==> src/rtl/multicycle_sequencer.sv <==
// Multi-cycle control sequencer for the RV32I core.
// Walks each instruction through FETCH/DECODE/EXEC/MEM/WB and handshakes
// with instruction and data memory. It also drives the IR/PC/register-file
// write strobes, counts retired instructions and latches a sticky trap on an
// illegal opcode or a memory timeout. The datapath selects come from the
// combinational decoder; this block only decides in which cycle they apply.
module multicycle_sequencer #(
    parameter int unsigned MEM_TIMEOUT = 255,
    parameter int unsigned TO_W        = 8,
    parameter int unsigned CNT_W       = 32
) (
    input  logic             clk,
    input  logic             rst_n,
    input  logic [6:0]       opcode,
    input  logic             branch_taken,
    output logic             imem_req,
    input  logic             imem_ready,
    output logic             dmem_req,
    output logic             dmem_we,
    input  logic             dmem_ready,
    output logic             ir_we,
    output logic             pc_we,
    output logic             pc_sel,
    output logic             reg_we,
    output logic [2:0]       state,
    output logic [CNT_W-1:0] instret,
    output logic             trap,
    output logic [1:0]       trap_cause
);

    typedef enum logic [2:0] {
        S_FETCH  = 3'd0,
        S_DECODE = 3'd1,
        S_EXEC   = 3'd2,
        S_MEM    = 3'd3,
        S_WB     = 3'd4,
        S_TRAP   = 3'd5
    } state_t;

    // Instruction class latched in DECODE; selects the path through EXEC/MEM/WB.
    typedef enum logic [2:0] {
        CLS_NONE    = 3'd0,
        CLS_ALU     = 3'd1,
        CLS_JUMP    = 3'd2,
        CLS_BRANCH  = 3'd3,
        CLS_LOAD    = 3'd4,
        CLS_STORE   = 3'd5,
        CLS_FENCE   = 3'd6,
        CLS_ILLEGAL = 3'd7
    } cls_t;

    // Timeout fires when the counter sits at MEM_TIMEOUT-1 with ready still low.
    localparam bit              TO_EN   = (MEM_TIMEOUT != 32'd0);
    localparam logic [TO_W-1:0] TO_LAST = TO_W'(MEM_TIMEOUT - 32'd1);

    // Opcode to class map; SYSTEM and every unlisted opcode are illegal.
    function automatic cls_t classify(input logic [6:0] opc);
        cls_t c;
        case (opc)
            7'b0110111, 7'b0010111,
            7'b0110011, 7'b0010011: c = CLS_ALU;
            7'b1101111, 7'b1100111: c = CLS_JUMP;
            7'b1100011:             c = CLS_BRANCH;
            7'b0000011:             c = CLS_LOAD;
            7'b0100011:             c = CLS_STORE;
            7'b0001111:             c = CLS_FENCE;
            default:                c = CLS_ILLEGAL;
        endcase
        return c;
    endfunction

    state_t            state_r;
    state_t            state_nxt_s;
    cls_t              cls_r;
    cls_t              cls_nxt_s;
    logic [TO_W-1:0]   wait_cnt_r;
    logic              req_wait_s;
    logic              timeout_s;
    logic              retire_s;
    logic              trap_set_s;
    logic [1:0]        trap_cause_nxt_s;
    logic [CNT_W-1:0]  instret_r;
    logic              trap_r;
    logic [1:0]        trap_cause_r;

    assign timeout_s  = TO_EN && (wait_cnt_r == TO_LAST);
    assign state      = state_r;
    assign instret    = instret_r;
    assign trap       = trap_r;
    assign trap_cause = trap_cause_r;

    // Next-state and Moore outputs, with ready gating only on handshake completion.
    always_comb begin
        state_nxt_s      = state_r;
        cls_nxt_s        = cls_r;
        imem_req         = 1'b0;
        dmem_req         = 1'b0;
        dmem_we          = 1'b0;
        ir_we            = 1'b0;
        pc_we            = 1'b0;
        pc_sel           = 1'b0;
        reg_we           = 1'b0;
        retire_s         = 1'b0;
        req_wait_s       = 1'b0;
        trap_set_s       = 1'b0;
        trap_cause_nxt_s = trap_cause_r;
        case (state_r)
            S_FETCH: begin
                imem_req = 1'b1;
                if (imem_ready) begin
                    ir_we       = 1'b1;
                    state_nxt_s = S_DECODE;
                end else begin
                    req_wait_s = 1'b1;
                    if (timeout_s) begin
                        state_nxt_s      = S_TRAP;
                        trap_set_s       = 1'b1;
                        trap_cause_nxt_s = 2'b10;
                    end else begin
                        state_nxt_s = S_FETCH;
                    end
                end
            end
            S_DECODE: begin
                cls_nxt_s = classify(opcode);
                if (cls_nxt_s == CLS_ILLEGAL) begin
                    state_nxt_s      = S_TRAP;
                    trap_set_s       = 1'b1;
                    trap_cause_nxt_s = 2'b01;
                end else begin
                    state_nxt_s = S_EXEC;
                end
            end
            S_EXEC: begin
                case (cls_r)
                    CLS_LOAD, CLS_STORE: state_nxt_s = S_MEM;
                    CLS_BRANCH: begin
                        pc_we       = 1'b1;
                        pc_sel      = branch_taken;
                        retire_s    = 1'b1;
                        state_nxt_s = S_FETCH;
                    end
                    CLS_FENCE: begin
                        pc_we       = 1'b1;
                        retire_s    = 1'b1;
                        state_nxt_s = S_FETCH;
                    end
                    default: state_nxt_s = S_WB;
                endcase
            end
            S_MEM: begin
                dmem_req = 1'b1;
                dmem_we  = (cls_r == CLS_STORE);
                if (dmem_ready) begin
                    if (cls_r == CLS_STORE) begin
                        pc_we       = 1'b1;
                        retire_s    = 1'b1;
                        state_nxt_s = S_FETCH;
                    end else begin
                        state_nxt_s = S_WB;
                    end
                end else begin
                    req_wait_s = 1'b1;
                    if (timeout_s) begin
                        state_nxt_s      = S_TRAP;
                        trap_set_s       = 1'b1;
                        trap_cause_nxt_s = 2'b11;
                    end else begin
                        state_nxt_s = S_MEM;
                    end
                end
            end
            S_WB: begin
                reg_we      = 1'b1;
                pc_we       = 1'b1;
                pc_sel      = (cls_r == CLS_JUMP);
                retire_s    = 1'b1;
                state_nxt_s = S_FETCH;
            end
            S_TRAP: state_nxt_s = S_TRAP;
            default: state_nxt_s = S_FETCH;
        endcase
    end

    // State and latched instruction class.
    always_ff @(posedge clk) begin
        if (!rst_n) begin
            state_r <= S_FETCH;
            cls_r   <= CLS_NONE;
        end else begin
            state_r <= state_nxt_s;
            cls_r   <= cls_nxt_s;
        end
    end

    // Consecutive wait-cycle counter; any non-waiting cycle clears it, so entry to FETCH/MEM starts at zero.
    always_ff @(posedge clk) begin
        if (!rst_n) begin
            wait_cnt_r <= {TO_W{1'b0}};
        end else if (req_wait_s) begin
            wait_cnt_r <= wait_cnt_r + TO_W'(1);
        end else begin
            wait_cnt_r <= {TO_W{1'b0}};
        end
    end

    // Retired-instruction counter, wrapping naturally at its width.
    always_ff @(posedge clk) begin
        if (!rst_n) begin
            instret_r <= {CNT_W{1'b0}};
        end else if (retire_s) begin
            instret_r <= instret_r + CNT_W'(1);
        end else begin
            instret_r <= instret_r;
        end
    end

    // Sticky trap flag and cause; only reset clears them.
    always_ff @(posedge clk) begin
        if (!rst_n) begin
            trap_r       <= 1'b0;
            trap_cause_r <= 2'b00;
        end else begin
            trap_r       <= trap_r | trap_set_s;
            trap_cause_r <= trap_cause_nxt_s;
        end
    end

endmodule

==> config.mk <==
export PLATFORM = sky130hd
export DESIGN_NAME = multicycle_sequencer
export DESIGN_NICKNAME = d
export VERILOG_FILES = /design/src/rtl/multicycle_sequencer.sv
export SDC_FILE = /design/constraint.sdc
export NUM_CORES = 1
export LEC_CHECK = 0
export CAP_MARGIN = 10
export CORE_ASPECT_RATIO = 1.25
export CORE_MARGIN = 2
export CORE_UTILIZATION = 55
export CTS_CLUSTER_DIAMETER = 150
export CTS_CLUSTER_SIZE = 14
export DETAILED_ROUTE_END_ITERATION = 12
export DONT_BUFFER_PORTS = 1
export PLACE_DENSITY = 0.73
export SYNTH_ARGS = -nofsm -noshare
export SYNTH_HDL_FRONTEND = slang
export SYNTH_SLANG_ARGS = --single-unit
==> constraint.sdc <==
create_clock -name clk -period 1.9 [get_ports clk]
set_clock_uncertainty 0.05 [all_clocks]
set_input_delay 0.38 -clock clk [delete_from_list [all_inputs] [get_ports clk]]
set_output_delay 0.38 -clock clk [all_outputs]
set_load 0.05 [all_outputs]
Yosys cells after proc, flatten, opt, wreduce, memory -nomap -nowiden

Cells that the tools add are included.

Add/subtract/negate cells: 2
$mul: 0
Div/mod/pow operators: 0
$lt $le $gt $ge: 0
Eq/ne operators: 27
Shift operators: 0
Mux-type cells: 36
Bitwise operators: 1
Reductions and logical operators: 8

Operators with widths:

| operator                                       | count |
|---|---|
| adder 32 x 1 -> 32 bit (second input constant) | 1 |
| == test 7 x 6 -> 1 bit (second input constant) | 3 |
| == test 7 bit (second input constant)          | 3 |
| two-way mux 3 bit                              | 7 |
| == test 3 bit (second input constant)          | 6 |
| case mux 3 bit (6 select lines)                | 1 |
| two-way mux 1 bit                              | 16 |
| case mux 3 bit (5 select lines)                | 1 |
| == test 7 x 5 -> 1 bit (second input constant) | 2 |
| == test 3 x 2 -> 1 bit (second input constant) | 4 |
| two-way mux 2 bit                              | 5 |
| != test 2 bit (second input constant)          | 5 |
| adder 8 x 1 -> 8 bit (second input constant)   | 1 |
| == test 8 bit (second input constant)          | 1 |
| == test 7 x 2 -> 1 bit (second input constant) | 1 |
| == test 7 x 4 -> 1 bit (second input constant) | 1 |
| case mux 1 bit (3 select lines)                | 2 |
| case mux 2 bit (3 select lines)                | 1 |
| case mux 3 bit (2 select lines)                | 1 |
| AND reduction 6 bit                            | 1 |
| OR reduction 2 bit                             | 3 |
| case mux 1 bit (2 select lines)                | 2 |
| OR reduction 4 bit                             | 1 |
| == test 3 x 1 -> 1 bit (second input constant) | 1 |
| 4 further kinds                                | 4 |

Flip-flop bits (word level): 49
Latch bits: 0
Bits in writable memories: 0
Bits in read-only memories: 0
Input port bits: 12
Output and inout port bits: 45
Logic and storage cells: 80
Memories: 0

Longest topological paths before layout

Gate-level depths: netlist of run 1.

Word-level depth: 8
Depth in mapped cells: 8
Mapped depth without buffers: 7

Worst setup path before layout of run 1

Ideal clock, no wire load.

Path type: reg-to-output
Start point: register state_r[2] (netlist: state[2])
End point: output ir_we
Arrival: 2.462 ns
Data required time: 1.470 ns
Path slack: -0.992 ns
Stages on the path, launching flop included: 4
Buffers on the path: 1
Path through: dfxtp_1 clkbuf_1 nor3_1 and2_1

Word-level cells in the longest chain between the ends: 2

Ends and longest elaborated chain:

| element                | line | source |
|---|---|---|
| start, declared        | 72   | `state_t state_r;` |
| start signal, assigned | 191  | `state_r <= state_nxt_s;` |
| zero test 3 bit        | 107  | `case (state_r)` |
| two-way mux 1 bit      | 107  |  |
| end, declared          | 21   | `output logic ir_we,` |

Every way passes these cells.

Worst setup path after layout of run 1

Start point: register state_r[2] (netlist: state[2])
End point: output pc_sel

Word-level cells in the longest chain between the ends: 2
Elaborated cells between the ends (all ways): 3
Classes of those cells: eq/ne: 2; mux: 1

Ends and longest elaborated chain:

| element                                                        | line | source |
|---|---|---|
| == test 3 bit / == test 3 x 2 -> 1 bit (equally long branches) | 107  |  |
| case mux 1 bit (2 select lines) (*)                            | 107  |  |
| end, declared                                                  | 23   | `output logic pc_sel,` |

Mark *: on every way between the ends. The rest lies on a longest branch, timed or not.

==> results of run 1 <==
==> how the worst min path moves through the flow <==
| stage | start | to | slack, ns |
|---|---|---|---|
| after CTS | rst_n | state[2] | 0.13 |
| after global routing | rst_n | state[2] | 0.12 |
| final | rst_n | state[2] | 0.15 |
| after detailed placement | wait_cnt_r[0] | wait_cnt_r[0] | 0.40 |
| after global placement | wait_cnt_r[0] | wait_cnt_r[0] | 0.39 |
| after floorplan | wait_cnt_r[0] | wait_cnt_r[0] | 0.38 |
==> stage by stage <==
step	hold WS [ns]	TNS (ns)	setup WS (ns)	total power, mW	instances
4_1_cts	0.133	-0.0440	-0.0440	2.10	439
5_1_grt	0.125	-0.540	-0.0888	2.20	442
3_5_place_dp	0.399	-0.0132	-0.00987	1.44	428
3_3_place_gp	0.393	0	0.0201	1.43	428
6_report	0.146	-0.0339	-0.0252	2.11	442
2_1_floorplan	0.380	-0.0754	-0.0754	1.36	318
==> sequential cells by signal (all words and copies together), names as in the netlist <==
signal / flops
cls_r: 3
instret: 32
state: 3
trap: 1
trap_cause: 2
wait_cnt_r: 8
==> synth_stat cells, drive strengths merged, types with 5 or more instances <==
cell     count
nor3         5
xor2         6
a2111oi      6
mux2i        8
o21ai       13
and3         7
or3          6
clkbuf       8
nor2        32
buf          8
nand2       29
nand4       10
dfxtp       49
and4         7
o31ai        5
inv          7
nand2b       9
xnor2       12
a21oi       25
nand3       14
==> report_power, final <==
part | switching, mW | leakage, nW | internal (mW)
registers | 0.0471 | 0.409 | 1.05
clock network | 0.356 | 0.0456 | 0.263
logic | 0.231 | 0.936 | 0.162
total | 0.635 | 1.39 | 1.48
==> placed cells by master (no fill, tap or decap), types with 4 or more instances in the layout <==
| cell | n |
|---|---|
| o31ai_1 | 5 |
| a21oi_1 | 21 |
| o21ai_0 | 11 |
| nand2b_1 | 9 |
| nand2_1 | 27 |
| clkbuf_8 | 5 |
| nand3_1 | 13 |
| buf_12 | 5 |
| and4_1 | 5 |
| mux2i_1 | 8 |
| a2111oi_4 | 5 |
| buf_4 | 62 |
| inv_1 | 6 |
| nand4_1 | 8 |
| dfxtp_1 | 24 |
| or3_1 | 6 |
| a21oi_2 | 4 |
| and3_1 | 7 |
| dfxtp_2 | 22 |
| xor2_1 | 5 |
| nor2_1 | 30 |
| xnor2_1 | 12 |
==> logic make-up after synthesis <==
kind of cell	after synthesis	share of synthesized area
simple gates	145	0.294
compound gates	72	0.203
flops	49	0.362
buf+inv	23	0.0384
xor+xnor	18	0.0583
mux	8	0.0296
fa+ha+maj	3	0.0139
==> metal layers <==
layer | vias up | track usage | wire length (um)
li1 | 1291 | - | -
met1 | 1304 | 0.288 | 2770
met2 | 104 | 0.505 | 3970
met3 | 35 | 0.0569 | 483
met4 | 0 | 0.137 | 399
met5 | - | 0 | 0
==> area by class of cell <==
type	instances	area [sq um]	area share
clock buffers	6	72.6	0.0198
flip-flops and latches	49	1020	0.278
repair buffers	72	637	0.173
inverters	7	26.3	0.00715
clock inverters	2	13.8	0.00375
well taps	60	75.1	0.0204
multi-input cells	246	1830	0.498
==> repair_timing <==
item,4_1_cts,5_1_grt
gates cloned,1,1
gates resized for setup,18,24
pin swaps,5,9
buffers inserted,3,2
endpoints found under the setup margin,5,18
==> results.md, run 1 <==
* Synth warn at 0
* Synth area leader: dfxtp_1
* CTS tree: done
* Routed WL per cell at 17.2 um
* CP Buf/Inv Count at 2
* Largest net degree at the start of global routing at 28
* Hold buffers post-CTS at 0
* Final critical-path share of the clock period at 1.01
* Syn Area/Cell at 8.51 sq um
* HPWL Detailed at 5160 um
* Core Area at 4730 sq um
* Netlist cell types at 53
* Worst R2R Path Depth at 8
* Least-Margin Pin Slew at 0.592 ns
* Drt drc at 0
* Worst path max stage delay at 0.39 ns
* Remaining antenna violation count at 0
* Mean number of vias per cell at 6.19
* Post-synthesis instance total at 318
* Final setup fails at 2
* Total of max-cap violations at 0
* TritonCTS buffer count at 5
* Syn nets at 333
* Cell mode on critical path: buf_12
* GRT Total Usage at 0.272
* Final Hold Fails at 0
* Worst-case clock buffer depth at 2
* Drt pass-1 iters at 4
* Reg-to-reg startpoint: cls_r[1]
* Max FO, Critical Path at 7
* CP Class: reg2out
* Final Util at 0.777
* Worst Setup End Kind: output port
* Fill cells at 327
* Critical path's top delay family: simple AND/OR/NAND/NOR gates
* Die ar. at 5500 sq um
* Power density cells at 574 nW/um^2
* H-tree levels at 2
* Launch point of the critical path: state[2]
* First DRT Iteration DRCs at 168
* Nets at 396
* RSZ-0062 raised after global routing: yes
* Count of state elements after synthesis at 49
* Rel. slew slack at 0.605
* Starting Density at 0.572
* Req. time, crit path at 1.47 ns
* Failing checks: negative setup slack
* Leak Pwr at 1.39 nW
* Worst vdd ir at 593 uV
* Share of layout cells above drive strength 1 at 0.382
* Status: finished with violations
* CP cell instances: buf_12 -> nand2_4 -> nor2_4 -> a31oi_4 -> nor3b_4 -> buf_12
* Post-Syn Area at 2710 sq um
* Clk slew on worst S/H paths at 0.09 ns
* Ant diodes at 0
* Fin crit period at 1.93 ns
* Final worst-path setup slack at -0.0252 ns
* Worst EP arrival at 1.50 ns
* Reg2reg end: instret[15]
* Area delta synth->final at 35.7%
* Via count at 2734
* Fin. max-slew vios at 0
* Root Buffer: clkbuf_8
* Stages on worst setup path at 6
* Synth top area share at 0.362
* Worst skew pair latency at 0.32 ns
* Routed wire length at 7620 um
* Post-synthesis sequential area ratio at 0.362
* Die width at 66.7 um
* Port buffer count at 0
* Number of synthesized flops with an enable pin at 0
* First-pass GRT wire length at 11500 um
* RD Place Congestion at 0.820
* Slowest cell on the critical path: dfxtp_4
* Vias in the first global route at 2563
* CP Launch Type: register
* Max Fclk at 519 MHz
* Grt total ovfl at 0
* Async SR Flop Fraction at 0
* Hold Crit Class: in2reg
* # rows at 28
* Top post-synthesis cells by area: dfxtp_1 36%, a21oi_1 4.6%, nor2_1 4.4%
* IO Pins at 57
* Critical Path End: pc_sel
* R2R Setup Slk at -0.01 ns
* Synth Flop Type: dfxtp_1
* Worst Hold Path Cells at 1
* Clk sinks at 49
* Post-route cell area at 3670 sq um
* Initial antenna violation count at 0
* DP Area at 3320 sq um
* Die H at 82.4 um
Note: power is estimated with default switching activity, not from simulation.
==> inputs of run 2 (changes only) <==
- CELL_PAD_IN_SITES_DETAIL_PLACEMENT: default -> 1
- CELL_PAD_IN_SITES_GLOBAL_PLACEMENT: default -> 2
- CORE_UTILIZATION: 55 -> 40
- HOLD_SLACK_MARGIN: default -> 0.06
- PLACE_DENSITY: 0.73 -> default
- PLACE_DENSITY_LB_ADDON: default -> 0.1
- clock period: 1.9 -> 2.3 ns (I/O delays scaled with it)
==> run 2 against run 1 <==
The run now ends clean. Combinational power decreased by 31%. Final area shrank 11%. Sequential cell count stayed put. Critical path type unchanged. Largest power group unchanged.
==> results.md, run 2 (synthesis gave the netlist of run 1 again) <==
* Share of layout cells above drive strength 1 at 0.224
* H-tree levels at 2
* Final Hold Fails at 0
* Reg-to-reg startpoint: instret[5]
* Final setup TNS at 0 ns
* Power density cells at 524 nW/um^2
* Worst skew pair latency at 0.30 ns
* RSZ-0062 raised after global routing: no
* IO Pins at 57
* Starting Density at 0.412
* Hold buffers post-CTS at 0
* RD Place Congestion at 0.787
* Total of max-cap violations at 0
* Launch point of the critical path: state[1]
* Via count at 2505
* # rows at 33
* Worst R2R Path Depth at 5
* Grt total ovfl at 0
* Final setup fails at 0
* Mean number of vias per cell at 5.64
* Final Util at 0.501
* Fin. max-slew vios at 0
* Post-route cell area at 3290 sq um
* CTS tree: done
* Worst-case clock buffer depth at 2
* Area delta synth->final at 21.5%
* Worst EP arrival at 1.67 ns
* Worst vdd ir at 283 uV
* Worst path max stage delay at 0.35 ns
* Routed WL per cell at 17.2 um
* Ant diodes at 0
* Nets at 371
* TritonCTS buffer count at 5
* Largest net degree at the start of global routing at 28
* Critical Path End: pc_we
* Stages on worst setup path at 4
* Root Buffer: clkbuf_8
* Rel. slew slack at 0.620
* Port buffer count at 0
* First-pass GRT wire length at 13000 um
* CP Class: reg2out
* HPWL Detailed at 5820 um
* Commonest non-fill, non-tap cell in the layout: dfxtp_1
* Initial antenna violation count at 0
* Max Fclk at 459 MHz
* Die ar. at 7440 sq um
* Routed wire length at 7650 um
* Number of flip-flops in the largest register at 32
* Leak Pwr at 1.23 nW
* Status: finished, final reports clean
* CP Buf/Inv Count at 1
* Die H at 96.0 um
* Max FO, Critical Path at 6
* CP Launch Type: register
* Die width at 77.6 um
* Final critical-path share of the clock period at 0.948
* First DRT Iteration DRCs at 76
* Slowest cell on the critical path: dfxtp_2
* Reg2reg end: instret[31]
* DP Area at 3170 sq um
* R2R Setup Slk at 0.30 ns
* Clk slew on worst S/H paths at 0.10 ns
* Vias in the first global route at 2725
* Req. time, crit path at 1.79 ns
* Least-Margin Pin Slew at 0.568 ns
* GRT Total Usage at 0.218
* Worst Setup End Kind: output port
* Fin crit period at 2.18 ns
* Commonest non-fill, non-tap cells in the layout: 45 x dfxtp_1, 40 x buf_4, 32 x nor2_1
* Drt pass-1 iters at 4
* Drt drc at 0
* CP cell instances: nor2b_2 -> nand4_2 -> nand2_1 -> buf_4
* Remaining antenna violation count at 0
* Hold Crit Class: in2reg
* Clk sinks at 49
* Core Area at 6570 sq um
* Critical path's top delay family: simple AND/OR/NAND/NOR gates
==> run 2: cell types whose count changed in the layout (fill, tap and decap cells not counted), moves of 3 or more <==
cell / before / now
a21oi_1: 21 / 25
a21oi_2: 4 / 0
buf_4: 62 / 40
dfxtp_1: 24 / 45
dfxtp_2: 22 / 4
dfxtp_4: 3 / 0
==> run 2: repair_timing <==
item,CTS,global route
setup buffers,0,0
resized for setup,2,7
setup endpoints to repair,1,2
==> run 2: worst register-to-register path: cells and delay by family, from the launching register on <==
family | cells | cell delay (ns)
flops | 1 | 0.34
mux | 1 | 0.17
simple gates | 4 | 1.35
==> run 2: worst min-delay path by stage <==
stage / start / to / depth (start not counted)
final: rst_n / instret[28] / 1
after global routing: rst_n / trap / 1
after CTS: rst_n / trap / 1
after detailed placement: wait_cnt_r[0] / wait_cnt_r[0] / 1
after global placement: wait_cnt_r[0] / wait_cnt_r[0] / 1
after floorplan: wait_cnt_r[0] / wait_cnt_r[0] / 1
==> run 2: per-layer routing <==
metal	GRT usage	vias up	share of wire
met2	0.430	50	0.54
li1	-	1236	-
met1	0.227	1209	0.40
met3	0.0544	10	0.046
met5	0	-	0
met4	0.0670	0	0.015
==> run 2: per-stage QoR <==
| stage | cells | setup slack, ns | total power, mW | hold WS, ns |
|---|---|---|---|---|
| after floorplan | 318 | 0.0127 | 1.12 | 0.380 |
| after global placement | 436 | 0.322 | 1.18 | 0.393 |
| after detailed placement | 436 | 0.199 | 1.19 | 0.401 |
| after CTS | 444 | 0.00422 | 1.74 | 0.207 |
| after global routing | 444 | 0.000444 | 1.81 | 0.204 |
| final | 444 | 0.120 | 1.72 | 0.221 |
==> run 2: layout make-up <==
| type | count | area [sq um] |
|---|---|---|
| Tap cell | 87 | 109 |
| Timing Repair Buffer | 47 | 423 |
| Sequential cell | 49 | 986 |
| Clock inverter | 3 | 25.0 |
| Fill cell | 789 | 3280 |
| Multi-Input combinational cell | 246 | 1650 |
| Clock buffer | 5 | 68.8 |
| Inverter | 7 | 26.3 |
==> run 2: power breakdown <==
group	internal, mW	leakage (nW)	total [mW]	switching, mW
Clock	0.220	0.0447	0.543	0.322
Combinational	0.100	0.784	0.270	0.170
Sequential	0.870	0.398	0.908	0.0386
